==> config.mk <==
export PLATFORM = sky130hd
export DESIGN_NAME = if_chan_router_flat
export DESIGN_NICKNAME = d
export VERILOG_FILES = /design/src/rtl/if_chan_router_pkg.sv /design/src/rtl/if_chan_router_if.sv /design/src/rtl/if_chan_router_skid2.sv /design/src/rtl/if_chan_router.sv /design/src/flat_wrapper.sv
export SDC_FILE = /design/constraint.sdc
export NUM_CORES = 1
export LEC_CHECK = 0
export BUFFER_PORTS_ARGS = -buffer_cell sky130_fd_sc_hd__buf_2
export CORE_MARGIN = 2
export CORE_UTILIZATION = 35
export CTS_BUF_LIST = sky130_fd_sc_hd__clkbuf_4 sky130_fd_sc_hd__clkbuf_8
export DETAILED_ROUTE_END_ITERATION = 6
export GPL_TIMING_DRIVEN = 0
export PLACE_DENSITY = 0.59
export SLEW_MARGIN = 20
export SYNTH_ARGS = -nofsm -noshare
export SYNTH_HDL_FRONTEND = slang
export SYNTH_SLANG_ARGS = --single-unit
==> constraint.sdc <==
create_clock -name clk -period 2.5 [get_ports clk]
set_input_delay 0.125 -clock clk [delete_from_list [all_inputs] [get_ports clk]]
set_output_delay 0.125 -clock clk [all_outputs]
set_load 0.01 [all_outputs]
==> src/rtl/if_chan_router_pkg.sv <==
// if_chan_router_pkg: shared constants and the FSM state type for the host-interface router.
//   DIR_IN / DIR_OUT  burst direction encoding on cmd_dir
//   CH_*              channel indices within each direction
//   state_t           router FSM states
package if_chan_router_pkg;

    localparam logic DIR_IN  = 1'b1;
    localparam logic DIR_OUT = 1'b0;

    localparam logic [3:0] CH_IN_CFG     = 4'd0;
    localparam logic [3:0] CH_IN_FLGWEI  = 4'd1;
    localparam logic [3:0] CH_IN_WEI     = 4'd2;
    localparam logic [3:0] CH_IN_ACT     = 4'd3;
    localparam logic [3:0] CH_OUT_FLGOFM = 4'd0;
    localparam logic [3:0] CH_OUT_OFM    = 4'd1;

    typedef enum logic [1:0] {ST_IDLE, ST_IN, ST_OUT, ST_DRAIN} state_t;

endpackage

==> src/rtl/if_chan_router_if.sv <==
// if_chan_router_if: bundle of the router's command, stream and GBF signals.
//   slave  : router side (takes commands and streams, drives GBF ports and status)
//   master : host/environment side
interface if_chan_router_if #(
    parameter int DW         = 16,
    parameter int AW         = 10,
    parameter int NUM_IN_CH  = 4,
    parameter int NUM_OUT_CH = 2,
    parameter int LEN_W      = 12
);
    logic                       cmd_val;
    logic                       cmd_rdy;
    logic                       cmd_dir;
    logic [3:0]                 cmd_ch;
    logic [LEN_W-1:0]           cmd_len;
    logic                       in_val;
    logic [DW-1:0]              in_dat;
    logic                       in_rdy;
    logic                       out_val;
    logic [DW-1:0]              out_dat;
    logic                       out_rdy;
    logic [NUM_IN_CH-1:0]       gbf_wr_en;
    logic [NUM_IN_CH*AW-1:0]    gbf_wr_addr;
    logic [DW-1:0]              gbf_wr_dat;
    logic [NUM_OUT_CH-1:0]      gbf_rd_en;
    logic [NUM_OUT_CH*AW-1:0]   gbf_rd_addr;
    logic [NUM_OUT_CH*DW-1:0]   gbf_rd_dat;
    logic [NUM_OUT_CH-1:0]      gbf_rd_avail;
    logic [NUM_IN_CH-1:0]       ch_clr_in;
    logic [NUM_OUT_CH-1:0]      ch_clr_out;
    logic                       dir_sel;
    logic                       busy;
    logic                       done;

    modport slave (
        input  cmd_val, cmd_dir, cmd_ch, cmd_len, in_val, in_dat, out_rdy,
               gbf_rd_dat, gbf_rd_avail, ch_clr_in, ch_clr_out,
        output cmd_rdy, in_rdy, out_val, out_dat, gbf_wr_en, gbf_wr_addr, gbf_wr_dat,
               gbf_rd_en, gbf_rd_addr, dir_sel, busy, done
    );

    modport master (
        output cmd_val, cmd_dir, cmd_ch, cmd_len, in_val, in_dat, out_rdy,
               gbf_rd_dat, gbf_rd_avail, ch_clr_in, ch_clr_out,
        input  cmd_rdy, in_rdy, out_val, out_dat, gbf_wr_en, gbf_wr_addr, gbf_wr_dat,
               gbf_rd_en, gbf_rd_addr, dir_sel, busy, done
    );

endinterface

==> src/rtl/if_chan_router_skid2.sv <==
// ifr_skid2: 2-entry ready/valid skid buffer on the outbound path.
//   push/push_dat : word written at the tail
//   pop           : head word consumed
//   val/dat       : buffer non-empty / head word
//   cnt           : stored entries (0..2)
module ifr_skid2 #(
    parameter int DW = 16
) (
    input  logic          clk,
    input  logic          rst_n,
    input  logic          push,
    input  logic [DW-1:0] push_dat,
    input  logic          pop,
    output logic          val,
    output logic [DW-1:0] dat,
    output logic [1:0]    cnt
);
    logic [DW-1:0] mem_q [2];
    logic [DW-1:0] mem_d [2];
    logic          head_q, head_d, tail_q, tail_d;
    logic [1:0]    cnt_q, cnt_d;

    always_comb begin
        mem_d = mem_q;
        if (push) mem_d[tail_q] = push_dat;
        head_d = head_q ^ pop;
        tail_d = tail_q ^ push;
        cnt_d  = cnt_q + {1'b0, push} - {1'b0, pop};
    end

    always_ff @(posedge clk) begin
        if (!rst_n) begin
            mem_q  <= '{default: '0};
            head_q <= 1'b0;
            tail_q <= 1'b0;
            cnt_q  <= 2'd0;
        end else begin
            mem_q  <= mem_d;
            head_q <= head_d;
            tail_q <= tail_d;
            cnt_q  <= cnt_d;
        end
    end

    assign val = cnt_q != 2'd0;
    assign dat = mem_q[head_q];
    assign cnt = cnt_q;

endmodule

==> src/rtl/if_chan_router.sv <==
// if_chan_router: burst router between the host port FIFO stream and the GBF channels.
//   clk, rst_n : clock, synchronous active-low reset
//   bus        : command (cmd_*), inbound stream (in_*), outbound stream (out_*),
//                GBF write/read ports with per-channel address counters, counter clears,
//                and status (dir_sel, busy, done)
module if_chan_router
    import if_chan_router_pkg::*;
#(
    parameter int DW         = 16,
    parameter int AW         = 10,
    parameter int NUM_IN_CH  = 4,
    parameter int NUM_OUT_CH = 2,
    parameter int LEN_W      = 12
) (
    input  logic             clk,
    input  logic             rst_n,
    if_chan_router_if.slave  bus
);
    state_t            state_q, state_d;
    logic [LEN_W-1:0]  rem_q, rem_d;
    logic [3:0]        ch_q, ch_d;
    logic              dir_q, dir_d, done_q, done_d;
    logic              inflight_q, cmd_rdy_q, in_rdy_q, busy_q;
    logic [NUM_IN_CH-1:0]  wr_sel, wr_en;
    logic [NUM_OUT_CH-1:0] rd_sel, rd_en;
    logic              wr_hs, rd_go, pop, skid_val, ch_ok;
    logic [1:0]        skid_cnt;
    logic [DW-1:0]     skid_dat, rd_word;

    assign wr_sel  = NUM_IN_CH'(1) << ch_q;
    assign rd_sel  = NUM_OUT_CH'(1) << ch_q;
    assign wr_hs   = bus.in_val && in_rdy_q;
    assign wr_en   = wr_hs ? wr_sel : '0;
    assign pop     = skid_val && bus.out_rdy;
    // A word popped this cycle frees its slot by the time a read issued now lands,
    // which is what lets the outbound path sustain one word per cycle.
    assign rd_go   = state_q == ST_OUT && |(bus.gbf_rd_avail & rd_sel)
                     && ({1'b0, inflight_q} + skid_cnt - {1'b0, pop}) < 2'd2;
    assign rd_en   = rd_go ? rd_sel : '0;
    assign rd_word = DW'(bus.gbf_rd_dat >> (ch_q * DW));
    assign ch_ok   = bus.cmd_dir == DIR_IN ? int'(bus.cmd_ch) < NUM_IN_CH
                                           : int'(bus.cmd_ch) < NUM_OUT_CH;

    always_comb begin
        state_d = state_q;
        rem_d   = rem_q;
        ch_d    = ch_q;
        dir_d   = dir_q;
        done_d  = 1'b0;
        case (state_q)
            ST_IDLE: if (bus.cmd_val) begin
                dir_d = bus.cmd_dir;
                ch_d  = bus.cmd_ch;
                rem_d = bus.cmd_len;
                // Empty bursts and out-of-range channels complete without moving data.
                if (bus.cmd_len == '0 || !ch_ok) done_d = 1'b1;
                else state_d = bus.cmd_dir == DIR_IN ? ST_IN : ST_OUT;
            end
            ST_IN: if (wr_hs) begin
                rem_d = rem_q - 1'b1;
                if (rem_q == LEN_W'(1)) begin
                    state_d = ST_IDLE;
                    done_d  = 1'b1;
                end
            end
            ST_OUT: if (rd_go) begin
                rem_d = rem_q - 1'b1;
                if (rem_q == LEN_W'(1)) state_d = ST_DRAIN;
            end
            default: if (skid_cnt == 2'd0 && !inflight_q) begin
                state_d = ST_IDLE;
                done_d  = 1'b1;
            end
        endcase
    end

    always_ff @(posedge clk) begin
        if (!rst_n) begin
            state_q    <= ST_IDLE;
            rem_q      <= '0;
            ch_q       <= '0;
            dir_q      <= 1'b1;
            done_q     <= 1'b0;
            inflight_q <= 1'b0;
            cmd_rdy_q  <= 1'b1;
            in_rdy_q   <= 1'b0;
            busy_q     <= 1'b0;
        end else begin
            state_q    <= state_d;
            rem_q      <= rem_d;
            ch_q       <= ch_d;
            dir_q      <= dir_d;
            done_q     <= done_d;
            inflight_q <= rd_go;
            cmd_rdy_q  <= state_d == ST_IDLE;
            in_rdy_q   <= state_d == ST_IN;
            busy_q     <= state_d != ST_IDLE;
        end
    end

    ifr_skid2 #(.DW(DW)) u_skid (
        .clk      (clk),
        .rst_n    (rst_n),
        .push     (inflight_q),
        .push_dat (rd_word),
        .pop      (pop),
        .val      (skid_val),
        .dat      (skid_dat),
        .cnt      (skid_cnt)
    );

    // Clear wins over increment so a clear on the last word still lands at 0.
    for (genvar i = 0; i < NUM_IN_CH; i++) begin : g_wr
        logic [AW-1:0] addr_q, addr_d;
        always_comb addr_d = bus.ch_clr_in[i] ? '0 : wr_en[i] ? addr_q + AW'(1) : addr_q;
        always_ff @(posedge clk) addr_q <= !rst_n ? '0 : addr_d;
        assign bus.gbf_wr_addr[i*AW +: AW] = addr_q;
    end

    for (genvar i = 0; i < NUM_OUT_CH; i++) begin : g_rd
        logic [AW-1:0] addr_q, addr_d;
        always_comb addr_d = bus.ch_clr_out[i] ? '0 : rd_en[i] ? addr_q + AW'(1) : addr_q;
        always_ff @(posedge clk) addr_q <= !rst_n ? '0 : addr_d;
        assign bus.gbf_rd_addr[i*AW +: AW] = addr_q;
    end

    assign bus.cmd_rdy    = cmd_rdy_q;
    assign bus.in_rdy     = in_rdy_q;
    assign bus.out_val    = skid_val;
    assign bus.out_dat    = skid_dat;
    assign bus.gbf_wr_en  = wr_en;
    assign bus.gbf_wr_dat = wr_hs ? bus.in_dat : '0;
    assign bus.gbf_rd_en  = rd_en;
    assign bus.dir_sel    = dir_q;
    assign bus.busy       = busy_q;
    assign bus.done       = done_q;

endmodule

==> src/flat_wrapper.sv <==
// flat-port wrapper written by rule: the top's interface ports become plain ports
module if_chan_router_flat import if_chan_router_pkg::*;
#(
    parameter int DW         = 16,
    parameter int AW         = 10,
    parameter int NUM_IN_CH  = 4,
    parameter int NUM_OUT_CH = 2,
    parameter int LEN_W      = 12
)
  (clk, rst_n, bus_cmd_val, bus_cmd_dir, bus_cmd_ch, bus_cmd_len, bus_in_val, bus_in_dat, bus_out_rdy, bus_gbf_rd_dat, bus_gbf_rd_avail, bus_ch_clr_in, bus_ch_clr_out, bus_cmd_rdy, bus_in_rdy, bus_out_val, bus_out_dat, bus_gbf_wr_en, bus_gbf_wr_addr, bus_gbf_wr_dat, bus_gbf_rd_en, bus_gbf_rd_addr, bus_dir_sel, bus_busy, bus_done);
  if_chan_router_if #(.DW(DW), .AW(AW), .NUM_IN_CH(NUM_IN_CH), .NUM_OUT_CH(NUM_OUT_CH), .LEN_W(LEN_W)) bus_i ();
  input  logic clk;
  input  logic rst_n;
  input wire logic [$bits(bus_i.cmd_val)-1:0] bus_cmd_val;
  input wire logic [$bits(bus_i.cmd_dir)-1:0] bus_cmd_dir;
  input wire logic [$bits(bus_i.cmd_ch)-1:0] bus_cmd_ch;
  input wire logic [$bits(bus_i.cmd_len)-1:0] bus_cmd_len;
  input wire logic [$bits(bus_i.in_val)-1:0] bus_in_val;
  input wire logic [$bits(bus_i.in_dat)-1:0] bus_in_dat;
  input wire logic [$bits(bus_i.out_rdy)-1:0] bus_out_rdy;
  input wire logic [$bits(bus_i.gbf_rd_dat)-1:0] bus_gbf_rd_dat;
  input wire logic [$bits(bus_i.gbf_rd_avail)-1:0] bus_gbf_rd_avail;
  input wire logic [$bits(bus_i.ch_clr_in)-1:0] bus_ch_clr_in;
  input wire logic [$bits(bus_i.ch_clr_out)-1:0] bus_ch_clr_out;
  output wire logic [$bits(bus_i.cmd_rdy)-1:0] bus_cmd_rdy;
  output wire logic [$bits(bus_i.in_rdy)-1:0] bus_in_rdy;
  output wire logic [$bits(bus_i.out_val)-1:0] bus_out_val;
  output wire logic [$bits(bus_i.out_dat)-1:0] bus_out_dat;
  output wire logic [$bits(bus_i.gbf_wr_en)-1:0] bus_gbf_wr_en;
  output wire logic [$bits(bus_i.gbf_wr_addr)-1:0] bus_gbf_wr_addr;
  output wire logic [$bits(bus_i.gbf_wr_dat)-1:0] bus_gbf_wr_dat;
  output wire logic [$bits(bus_i.gbf_rd_en)-1:0] bus_gbf_rd_en;
  output wire logic [$bits(bus_i.gbf_rd_addr)-1:0] bus_gbf_rd_addr;
  output wire logic [$bits(bus_i.dir_sel)-1:0] bus_dir_sel;
  output wire logic [$bits(bus_i.busy)-1:0] bus_busy;
  output wire logic [$bits(bus_i.done)-1:0] bus_done;
  assign bus_i.cmd_val = bus_cmd_val;
  assign bus_i.cmd_dir = bus_cmd_dir;
  assign bus_i.cmd_ch = bus_cmd_ch;
  assign bus_i.cmd_len = bus_cmd_len;
  assign bus_i.in_val = bus_in_val;
  assign bus_i.in_dat = bus_in_dat;
  assign bus_i.out_rdy = bus_out_rdy;
  assign bus_i.gbf_rd_dat = bus_gbf_rd_dat;
  assign bus_i.gbf_rd_avail = bus_gbf_rd_avail;
  assign bus_i.ch_clr_in = bus_ch_clr_in;
  assign bus_i.ch_clr_out = bus_ch_clr_out;
  assign bus_cmd_rdy = bus_i.cmd_rdy;
  assign bus_in_rdy = bus_i.in_rdy;
  assign bus_out_val = bus_i.out_val;
  assign bus_out_dat = bus_i.out_dat;
  assign bus_gbf_wr_en = bus_i.gbf_wr_en;
  assign bus_gbf_wr_addr = bus_i.gbf_wr_addr;
  assign bus_gbf_wr_dat = bus_i.gbf_wr_dat;
  assign bus_gbf_rd_en = bus_i.gbf_rd_en;
  assign bus_gbf_rd_addr = bus_i.gbf_rd_addr;
  assign bus_dir_sel = bus_i.dir_sel;
  assign bus_busy = bus_i.busy;
  assign bus_done = bus_i.done;
  if_chan_router #(.DW(DW), .AW(AW), .NUM_IN_CH(NUM_IN_CH), .NUM_OUT_CH(NUM_OUT_CH), .LEN_W(LEN_W)) u_core (.clk(clk), .rst_n(rst_n), .bus(bus_i));
endmodule
==> results.tsv <==
stage	metric	value	unit
run_status	outcome	complete, but fails checks	
run_status	failing checks	negative setup slack	
logic_synthesis	register area share after synthesis	40.3	%
final_layout	Antenna Cells	0	
global_route	number of global-route vias before repair	5105	
floorplan	die area	18100	µm²
logic_synthesis	most area-hungry cell type in the Yosys netlist	dfxtp_1	
floorplan	Die Height	135	µm
global_route	first-pass GRT wire length	25900	µm
critical_path	CP peak stage delay	0.32	ns
cts	CTS tree	yes	
floorplan	FP Rows	47	
logic_synthesis	Post-synth top cells	120 x dfxtp_1, 109 x nor2_1, 54 x mux2i_1	
global_route	pin count of the biggest net entering global routing	17	
logic_synthesis	top post-synthesis cells by area	dfxtp_1 40%, mux2i_1 9.1%, nor2_1 6.9%	
final_layout	post-route core utilization	47.6	%
global_route	initial antenna violation count	1	
timing	RSZ-0062 raised after global routing	true	
timing	Slew Limit Headroom	41.1	%
final_layout	fin area	7920	µm²
critical_path	critical path arrival	2.47	ns
cts	Skew-Pair Late Insertion Delay	0.45	ns
timing	final setup violation count	14	
drt	initial DRC count	247	
timing	Setup Skew	0.0124	ns
place	routability cong.	0.824	
power_and_ir_drop	Clock power frac	36.8	%
logic_synthesis	area share of the largest cell type after synthesis	40.3	%
timing	Final Slew Violations	0	
place	hpwl dp	11900	µm
critical_path	worst-path cell chain	or2_4 -> and2_4 -> ha_4 -> inv_2 -> ha_4 -> xor3_2 -> buf_4 -> nor4_4 -> buf_2	
place	area post-placement	7160	µm²
timing	final hold vios	0	
critical_path	Worst setup EP type	output pin	
final_layout	area grow syn2layout	32.7	%
logic_synthesis	Mapped Area	5970	µm²
cts	CTS H-tree lvls	4	
drt	final wirelength	16500	µm
global_route	gr ovfl total	0	
global_route	GRT Total Usage	18.1	%
drt	total number of vias	5568	
final_layout	Filler cells	1670	
power_and_ir_drop	sequential group share of total power	39.5	%
cts	Sink Count	120	
drt	via/cell ratio	4.87	
logic_synthesis	#FFs+latches synth	120	
place	Buffers on Ports	180	
logic_synthesis	Unique masters post-synth	55	
power_and_ir_drop	highest ir drop seen on vdd	0.000309	V
critical_path	Critical Path RT	2.38	ns
critical_path	CP Max Fanout	4	
timing	min cycle time layout	2.59	ns
floorplan	Starting Density	35.9	%
power_and_ir_drop	Sw Ratio	29.8	%
cts	CTS clock-pin slew for the worst setup and hold paths	0.07	ns
logic_synthesis	Synth Net Count	788	
logic_synthesis	ys async rst share	0	%
timing	Slew @ Worst Pin	0.876	ns
floorplan	core area	16600	µm²
drt	per-cell routed wire length	14.4	µm
floorplan	Die Width	135	µm
timing	Final WS setup	-0.0905	ns
logic_synthesis	most common cell in the netlist	dfxtp_1	
critical_path	Setup crit start kind	flop	
floorplan	I/O Pins	182	
final_layout	share of layout cells above drive strength 1	30.4	%
timing	crit share post-route	104	%
min_path	type of the worst min-delay path	primary input to flop	
logic_synthesis	Post-synth EDFFs	0	
power_and_ir_drop	share of total power in combinational logic	23.7	%
power_and_ir_drop	P_leak	3.36	nW
power_and_ir_drop	Int Power	0.00369	W
logic_synthesis	Mapped Cells	693	
logic_synthesis	Synth Flop Type	dfxtp_1	
drt	Pre-Repair DR Iteration Count	4	
logic_synthesis	synth warn	0	
critical_path	slowest CP cell	dfxtp_2	
drt	Antenna Nets Post-Route	0	
critical_path	CP dominant cell by count	ha_4	
timing	Max Fclk	386	MHz
cts	Inserted Clock Buffers	17	
cts	clk root buf	clkbuf_8	
critical_path	critical setup path kind	flop to output pin	
cts	clk buf depth	2	
power_and_ir_drop	pwr/cell area	663	nW/µm²
flow_run	maxcap violations	0	
power_and_ir_drop	Sw Pwr	0.00157	W
final_layout	final net count	1006	
logic_synthesis	mean post-synth cell area	8.61	µm²
drt	Residual DRC	0	
critical path: cells and delay by family (launching register included):
| kind | cells | cell delay, ns |
|---|---|---|
| flip-flops | 1 | 0.32 |
| adder cells (fa/ha/maj) | 2 | 0.41 |
| buffers and inverters | 3 | 0.41 |
| AND/OR/NAND/NOR | 3 | 0.62 |
| XOR/XNOR | 1 | 0.26 |
placed cells by master, fill, tap and decap left out, types with 21 or more instances in the layout:
cell and count:
and3_1 23, nor2_1 108, a21oi_1 26, buf_2 183, inv_1 22, xor2_1 24, xnor2_1 21, o21ai_0 22
nand3_1 29, mux2i_1 54, nand2_1 43, clkbuf_8 21, dfxtp_1 118, clkbuf_1 22
flip-flops by register name, summed over array words and instances, names as in the netlist:
signal and cells:
u_core.bus.busy 1, u_core.bus.cmd_rdy 1, u_core.bus.dir_sel 1, u_core.bus.done 1
u_core.bus.in_rdy 1, u_core.ch_q 4, u_core.g_rd.addr_q 20, u_core.g_wr.addr_q 40
u_core.inflight_q 1, u_core.rem_q 12, u_core.state_q 2, u_core.u_skid.cnt 2
u_core.u_skid.head_q 1, u_core.u_skid.mem_q 32, u_core.u_skid.tail_q 1
logic make-up (layout without fill, tap and decap cells):
group	after synthesis	in the layout	synth area share, %
AO/OA/AOI/OAI	83	83	8.32
XOR/XNOR	47	47	7.38
adder cells (fa/ha/maj)	17	17	3.56
buffers and inverters	60	291	3.92
flip-flops	120	120	40.3
multiplexers	70	70	12.1
AND/OR/NAND/NOR	296	296	24.5
repair_timing:
item                       CTS  global route
hold buffers                 6             0
hold endpoints to repair     6             0
pin swaps                    5             6
setup buffers                8             4
resized for setup           24            14
setup endpoints to repair   23            24
gates cloned                 1             0
area by class of cell:
| cell class | instances | area (µm²) | share of cell area [%] |
|---|---|---|---|
| Timing Repair Buffer | 199 | 1080 | 13.7 |
| Buffer | 36 | 154 | 1.94 |
| Tap cell | 220 | 275 | 3.48 |
| Clock inverter | 10 | 141 | 1.79 |
| Multi-Input combinational cell | 513 | 3470 | 43.9 |
| Sequential cell | 120 | 2400 | 30.4 |
| Inverter | 24 | 90.1 | 1.14 |
| Clock buffer | 22 | 297 | 3.74 |
path summary, 6_finish.rpt:
kind         slack (ns)                 end                 start  cells after the start
max reg2reg       -0.09     u_core.rem_q[9]  u_core.u_skid.cnt[0]                     11
min                0.06   u_core.inflight_q   bus_gbf_rd_avail[1]                      3
max               -0.09    bus_gbf_rd_en[0]  u_core.u_skid.cnt[0]                      9
min reg2reg        0.48  u_core.bus.dir_sel    u_core.bus.dir_sel                      2
power groups by stage:
stage	Sequential (W)	Combinational [W]	Clock, W
CTS	0.00207	0.00116	0.00198
global placement	0.00211	0.000992	0
finish	0.00207	0.00125	0.00193
detailed placement	0.00211	0.00100	0
global route	0.00208	0.00137	0.00206
floorplan	0.00210	0.000697	0
per-stage QoR:
step / TNS (ns) / cells / total power [W] / hold slack [ns] / setup WS (ns)
global route: -2.15 / 1144 / 0.00551 / 0.0744 / -0.195
finish: -0.838 / 1144 / 0.00525 / 0.0557 / -0.0905
detailed placement: -3.76 / 1093 / 0.00311 / 0.390 / -0.354
global placement: -3.65 / 1093 / 0.00310 / 0.387 / -0.349
CTS: -1.38 / 1140 / 0.00521 / 0.0278 / -0.140
floorplan: 0 / 693 / 0.00280 / 0.272 / 0.00149
per-layer routing:
layer	GRT usage [%]	vias to the layer above	wire length (µm)
met1	23.9	2552	7870
met3	5.03	26	914
met4	6.26	2	284
met2	28.6	151	7430
met5	0	-	13
li1	-	2837	-
Note: power is estimated with default switching activity, not from simulation.
